File: config.mk
export PLATFORM = sky130hd
export DESIGN_NAME = pc_predict_unit
export DESIGN_NICKNAME = d
export VERILOG_FILES = /design/src/rtl/pc_predict_unit.sv
export SDC_FILE = /design/constraint.sdc
export NUM_CORES = 2
export LEC_CHECK = 0
export CORE_MARGIN = 2
export CORE_UTILIZATION = 60
export DETAILED_ROUTE_END_ITERATION = 10
export PLACE_DENSITY = 0.84
export SETUP_SLACK_MARGIN = 0.3
export SYNTH_ARGS = -nofsm -noshare
export SYNTH_HDL_FRONTEND = slang
export SYNTH_SLANG_ARGS = --single-unit
File: constraint.sdc
create_clock -name clk -period 16.4 [get_ports clk]
set_input_delay 4.92 -clock clk [delete_from_list [all_inputs] [get_ports clk]]
set_output_delay 4.92 -clock clk [all_outputs]
set_load 0.02 [all_outputs]
File: src/rtl/pc_predict_unit.sv
// pc_predict_unit
//   Fetch-stage next-PC generator. Owns the fetch PC register and a
//   direct-mapped branch target buffer (BTB) with 2-bit saturating
//   counters. Predicts in F and resolves jumps/branches in D. A mispredict
//   redirects fetch and clears IF/ID.
//
// Ports
//   clk, rst_n        rising-edge clock, synchronous active-low reset
//   stall_f           hold the fetch PC (hazard unit)
//   pc_f              current fetch PC
//   pred_taken_f      F-stage taken prediction
//   pred_target_f     F-stage predicted next PC
//   valid_d           D-stage instruction valid
//   jump_d, branch_d  D instruction class (jump has priority)
//   bequal_d          branch condition true
//   pc_d              PC of the D instruction
//   jumpdest_d        jump target
//   branchdest_d      branch target
//   pred_taken_d      prediction carried with the D instruction
//   pred_target_d     predicted target carried with the D instruction
//   flush_d           clear IF/ID (combinational)
//   mispredict_count  saturating count of flushes

module pc_predict_unit #(
    parameter int               WIDTH       = 32,
    parameter int               BTB_ENTRIES = 16,
    parameter logic [WIDTH-1:0] RESET_PC    = '0,
    parameter int               CNT_W       = 16
) (
    input  logic             clk,
    input  logic             rst_n,
    input  logic             stall_f,
    output logic [WIDTH-1:0] pc_f,
    output logic             pred_taken_f,
    output logic [WIDTH-1:0] pred_target_f,
    input  logic             valid_d,
    input  logic             jump_d,
    input  logic             branch_d,
    input  logic             bequal_d,
    input  logic [WIDTH-1:0] pc_d,
    input  logic [WIDTH-1:0] jumpdest_d,
    input  logic [WIDTH-1:0] branchdest_d,
    input  logic             pred_taken_d,
    input  logic [WIDTH-1:0] pred_target_d,
    output logic             flush_d,
    output logic [CNT_W-1:0] mispredict_count
);

    localparam int               IDX     = $clog2(BTB_ENTRIES);
    localparam int               TAG_W   = WIDTH - IDX - 2;
    localparam logic [WIDTH-1:0] PC_STEP = WIDTH'(4);

    logic             btb_valid  [BTB_ENTRIES];
    logic [TAG_W-1:0] btb_tag    [BTB_ENTRIES];
    logic [WIDTH-1:0] btb_target [BTB_ENTRIES];
    logic [1:0]       btb_ctr    [BTB_ENTRIES];

    // ---------------- F-stage lookup ----------------
    logic [IDX-1:0]   idx_f;
    logic [TAG_W-1:0] tag_f;
    logic             hit_f;
    logic [WIDTH-1:0] pc_f_plus4;

    assign idx_f         = pc_f[IDX+1:2];
    assign tag_f         = pc_f[WIDTH-1:IDX+2];
    assign hit_f         = btb_valid[idx_f] && (btb_tag[idx_f] == tag_f);
    assign pc_f_plus4    = pc_f + PC_STEP;
    assign pred_taken_f  = hit_f & btb_ctr[idx_f][1];
    assign pred_target_f = hit_f ? btb_target[idx_f] : pc_f_plus4;

    // ---------------- D-stage resolve ----------------
    logic             taken_d;
    logic [WIDTH-1:0] act_target_d;
    logic             mispredict_d;
    logic [WIDTH-1:0] redirect_pc;

    assign taken_d      = jump_d | (branch_d & bequal_d);
    assign act_target_d = jump_d ? jumpdest_d : branchdest_d;
    // A non-control instruction predicted taken falls out of the first
    // term and redirects to pc_d+4 because taken_d is 0.
    assign mispredict_d = (taken_d != pred_taken_d) |
                          (taken_d & pred_taken_d & (pred_target_d != act_target_d));
    assign flush_d      = valid_d & mispredict_d;
    assign redirect_pc  = taken_d ? act_target_d : (pc_d + PC_STEP);

    // ---------------- next PC ----------------
    logic [WIDTH-1:0] pc_next;

    always_comb begin
        pc_next = pc_f_plus4;
        if (flush_d)
            pc_next = redirect_pc;
        else if (stall_f)
            pc_next = pc_f;
        else if (pred_taken_f)
            pc_next = pred_target_f;
    end

    always_ff @(posedge clk) begin
        if (!rst_n)
            pc_f <= RESET_PC;
        else
            pc_f <= pc_next;
    end

    always_ff @(posedge clk) begin
        if (!rst_n)
            mispredict_count <= '0;
        else if (flush_d && (mispredict_count != {CNT_W{1'b1}}))
            mispredict_count <= mispredict_count + CNT_W'(1);
    end

    // ---------------- BTB update ----------------
    logic [IDX-1:0]   idx_d;
    logic [TAG_W-1:0] tag_d;
    logic             hit_d;
    logic             upd_en;
    logic [1:0]       ctr_old;
    logic [1:0]       ctr_new;

    assign idx_d   = pc_d[IDX+1:2];
    assign tag_d   = pc_d[WIDTH-1:IDX+2];
    assign hit_d   = btb_valid[idx_d] && (btb_tag[idx_d] == tag_d);
    assign upd_en  = valid_d & (jump_d | branch_d);
    assign ctr_old = btb_ctr[idx_d];

    always_comb begin
        ctr_new = 2'b01;
        if (jump_d)
            ctr_new = 2'b11;
        else if (hit_d)
            ctr_new = taken_d ? ((ctr_old == 2'b11) ? 2'b11 : ctr_old + 2'b01)
                              : ((ctr_old == 2'b00) ? 2'b00 : ctr_old - 2'b01);
        else
            ctr_new = taken_d ? 2'b10 : 2'b01;
    end

    // Written at the clock edge only, so a same-cycle lookup at the same
    // index sees the previous contents.
    always_ff @(posedge clk) begin
        if (!rst_n) begin
            for (int i = 0; i < BTB_ENTRIES; i++) begin
                btb_valid[i]  <= 1'b0;
                btb_ctr[i]    <= 2'b01;
                btb_tag[i]    <= '0;
                btb_target[i] <= '0;
            end
        end else if (upd_en) begin
            btb_valid[idx_d]  <= 1'b1;
            btb_tag[idx_d]    <= tag_d;
            btb_target[idx_d] <= act_target_d;
            btb_ctr[idx_d]    <= ctr_new;
        end
    end

endmodule

==> results.yml <==
cells_and_area:
  area_delta_synth_final_pct: 11.9
  final_nets: 4079
  diodes: 0
  final_common_cell: "edfxtp_1"
  final_layout_size_suffix_gt1_share_pct: 18.2
  final_cells: 5169
  final_cell_mix: "960 x edfxtp_1, 692 x nor2_1, 373 x and3_1"
  fill_cells: 5569
power:
  p_comb_share_pct: 16.5
  peakVddDrop_mv: 0.0808
  p_sw_uw: 1810
  seq_power_share_pct: 48.1
  p_per_area_mw_per_mm2: 111
  swShare_pct: 27.9
  pwr-share-clk_pct: 35.4
  p_leak_uw: 0.0213
  internal_power_uw: 4690
worst_setup_path:
  r2r_end: "pc_f[25]"
  path_max_fanout: 21
  worstPathArrival_ns: 9.43
  reg2reg_depth: 13
  ff2ff_setup_slack_ns: 10.21
  crit_start: "jump_d"
  cp-end-kind: "primary output"
  endpoint: "flush_d"
  start_kind: "primary input"
  crit_type: "primary input to primary output"
  cp.required_ns: 11.48
floorplanning:
  start_util_pct: 60.3
  io_pins: 218
  rows: 108
  die_h_um: 299
  dieArea_mm2: 0.0893
  core_area_mm2: 0.0865
  fp.dieW_um: 299
cts:
  cts_max_level: 3
  post_cts_resized: 0
  clockBufferDepth: 3
  hold_buffers: 0
  cts_buffers: 100
  clkSlewWorstSetupHoldPaths_ns: 0.06
  post-cts-setup-buffer-count: 0
  tritoncts: "built"
  root_buffer: "clkbuf_16"
  clock_latency_ns: 0.71
  clock_sinks: 1028
sta:
  rsz0062_at_grt: "no"
  worstMarginPinSlew_ns: 1.37
  finalMaxSlewViolations: 0
  layout_worst_path_cycle_share_pct: 87.5
  finalClockSkew_ns: 0.0350
  worst_hold_slack_ns: 0.457
  min_period_ns: 14.35
  slew_headroom_pct: 8.67
  setup_tns_ns: 0
  max_freq_mhz: 69.7
  setup_violations: 0
  hold_violations: 0
logic_synthesis:
  syn_nets: 4058
  synth-main-ff-cell: "edfxtp_1"
  synth_cells: 3915
  synth-async-reset-ratio_pct: 0
  synth-warning-count: 0
  ys_seq_area_share_pct: 57.9
  synth_edf_count: 960
  synth_seq_cells: 1028
  netlist_area_mm2: 0.0522
  synth.distinct_cells: 72
  syn_avg_cell_area_um2: 13.3
route:
  drt.antenna.violating_nets: 0
  first_pass_iters: 10
  wl_per_cell_um: 35.2
  drc: 0
  vias: 38600
  wl_um: 182000
  avgViaCountPerCell: 7.46
  first_iter_violations: 7653
global_routing:
  antenna_found_initial: 11
  grt_pass1_vias: 38100
  grt_max_degree: 131
  track_usage_pct: 40.4
  grt_overflow_total: 0
  grt_pass1_wl_um: 259000
status:
  outcome: "completed"
placement:
  io_buffers: 217
  placed_cells: 4989
  hpwl_um: 99400
  routabilityCongestion: 0.975
run:
  maxCapViolCount: 0
worst_hold_path:
  hold_path.class: "flop to flop"
## Yosys cell counts (4+ instances only)
| cell | instances | area (µm²) |
|---|---|---|
| a221oi_1 | 6 | 52.6 |
| o2111ai_1 | 4 | 35.0 |
| o21ai_0 | 48 | 240 |
| buf_1 | 43 | 161 |
| a22oi_1 | 12 | 90.1 |
| nand4_1 | 35 | 219 |
| nor2b_1 | 10 | 62.6 |
| mux2_2 | 20 | 225 |
| or3_1 | 6 | 37.5 |
| a211oi_1 | 17 | 128 |
| xnor2_1 | 78 | 683 |
| a21oi_1 | 47 | 235 |
| edfxtp_1 | 960 | 28800 |
| a31oi_1 | 8 | 50.1 |
| o221ai_1 | 4 | 35.0 |
| o31ai_1 | 5 | 37.5 |
| and3_1 | 373 | 2330 |
| xor2_1 | 67 | 587 |
| nor4b_1 | 4 | 35.0 |
| nand3_1 | 76 | 380 |
| nand2b_1 | 9 | 56.3 |
| buf_6 | 10 | 113 |
| o22ai_1 | 32 | 200 |
| or4_1 | 5 | 37.5 |
| mux4_2 | 371 | 8360 |
| a221o_1 | 5 | 50.1 |
| nor2_1 | 694 | 2610 |
| mux2i_1 | 131 | 1310 |
| nor4_1 | 15 | 93.8 |
| and2_1 | 52 | 325 |
| ha_1 | 7 | 87.6 |
| buf_4 | 11 | 82.6 |
| o21a_1 | 5 | 37.5 |
| inv_1 | 17 | 63.8 |
| nand2_1 | 230 | 863 |
| o211ai_1 | 6 | 45.0 |
| and4_1 | 6 | 52.6 |
| clkbuf_1 | 283 | 1060 |
| buf_2 | 60 | 300 |
| nor3_1 | 24 | 120 |
| dfxtp_1 | 68 | 1360 |
## per-layer routing
metal  routed length, µm  up-vias  track usage (%)
met5                 131        -                0
met4               15400       20             26.5
met3               35800     1115             17.3
met2               76900     4373             58.0
met1               53600    18300             50.3
li1                    -    14800                -
## state kept, by name, summed over array words and instances (netlist names), named ones only
register	flops
btb_target	512
btb_tag	416
btb_ctr	32
pc_f	32
btb_valid	16
mispredict_count	16
## area by class of cell
| class | count | area (µm²) | share of cell area, % |
|---|---|---|---|
| Clock buffer | 122 | 2660 | 4.55 |
| Clock inverter | 58 | 500 | 0.858 |
| Inverter | 20 | 76.3 | 0.131 |
| Multi-Input combinational cell | 2460 | 20500 | 35.1 |
| Sequential cell | 1028 | 30200 | 51.8 |
| Tap cell | 1155 | 1450 | 2.48 |
| Timing Repair Buffer | 326 | 2990 | 5.12 |
## kinds of logic after synthesis
family	count (synthesis)	synth area share (%)
AO/OA/AOI/OAI	225	2.83
XOR/XNOR	145	2.44
adder cells (fa/ha/maj)	8	0.187
buffers and inverters	427	3.44
flip-flops	1028	57.9
multiplexers	527	19.1
AND/OR/NAND/NOR	1555	14.1
## critical path: stages
cell             delay, ns
buf_2                 0.57
buf_4                 0.61
mux2i_2               0.96
xor2_1                0.19
nand4_1               0.10
nor4_1                0.63
a21boi_0              0.43
o21a_1                0.39
clkdlybuf4s50_1       0.58
## worst min-delay path by stage
stage | cells past startpoint | startpoint | endpoint
CTS | 2 | btb_valid[15] | btb_valid[15]
global placement | 2 | btb_valid[2] | btb_valid[2]
finish | 2 | btb_valid[14] | btb_valid[14]
floorplan | 2 | btb_valid[14] | btb_valid[14]
detailed placement | 2 | btb_valid[15] | btb_valid[15]
global route | 2 | btb_valid[7] | btb_valid[7]
## through the flow
stage / total power [µW] / instance area [µm²] / utilization, % / worst slack, ns
floorplan: 3770 / 52200 / - / 3.78
global placement: 4150 / 55200 / 63.8 / 2.48
detailed placement: 4180 / 55200 / 63.8 / 2.38
CTS: 6400 / 58400 / 67.5 / 2.30
global route: 6580 / 58400 / 67.5 / 2.08
finish: 6500 / 58400 / 67.5 / 2.05
## power groups by stage
| stage | Combinational [µW] | Sequential (µW) | Clock (µW) |
|---|---|---|---|
| after floorplan | 649 | 3120 | 0 |
| after global placement | 990 | 3160 | 0 |
| after detailed placement | 1010 | 3170 | 0 |
| after CTS | 1020 | 3120 | 2270 |
| after global routing | 1080 | 3130 | 2370 |
| final | 1070 | 3130 | 2300 |
Power figures use the tool's default switching activity.
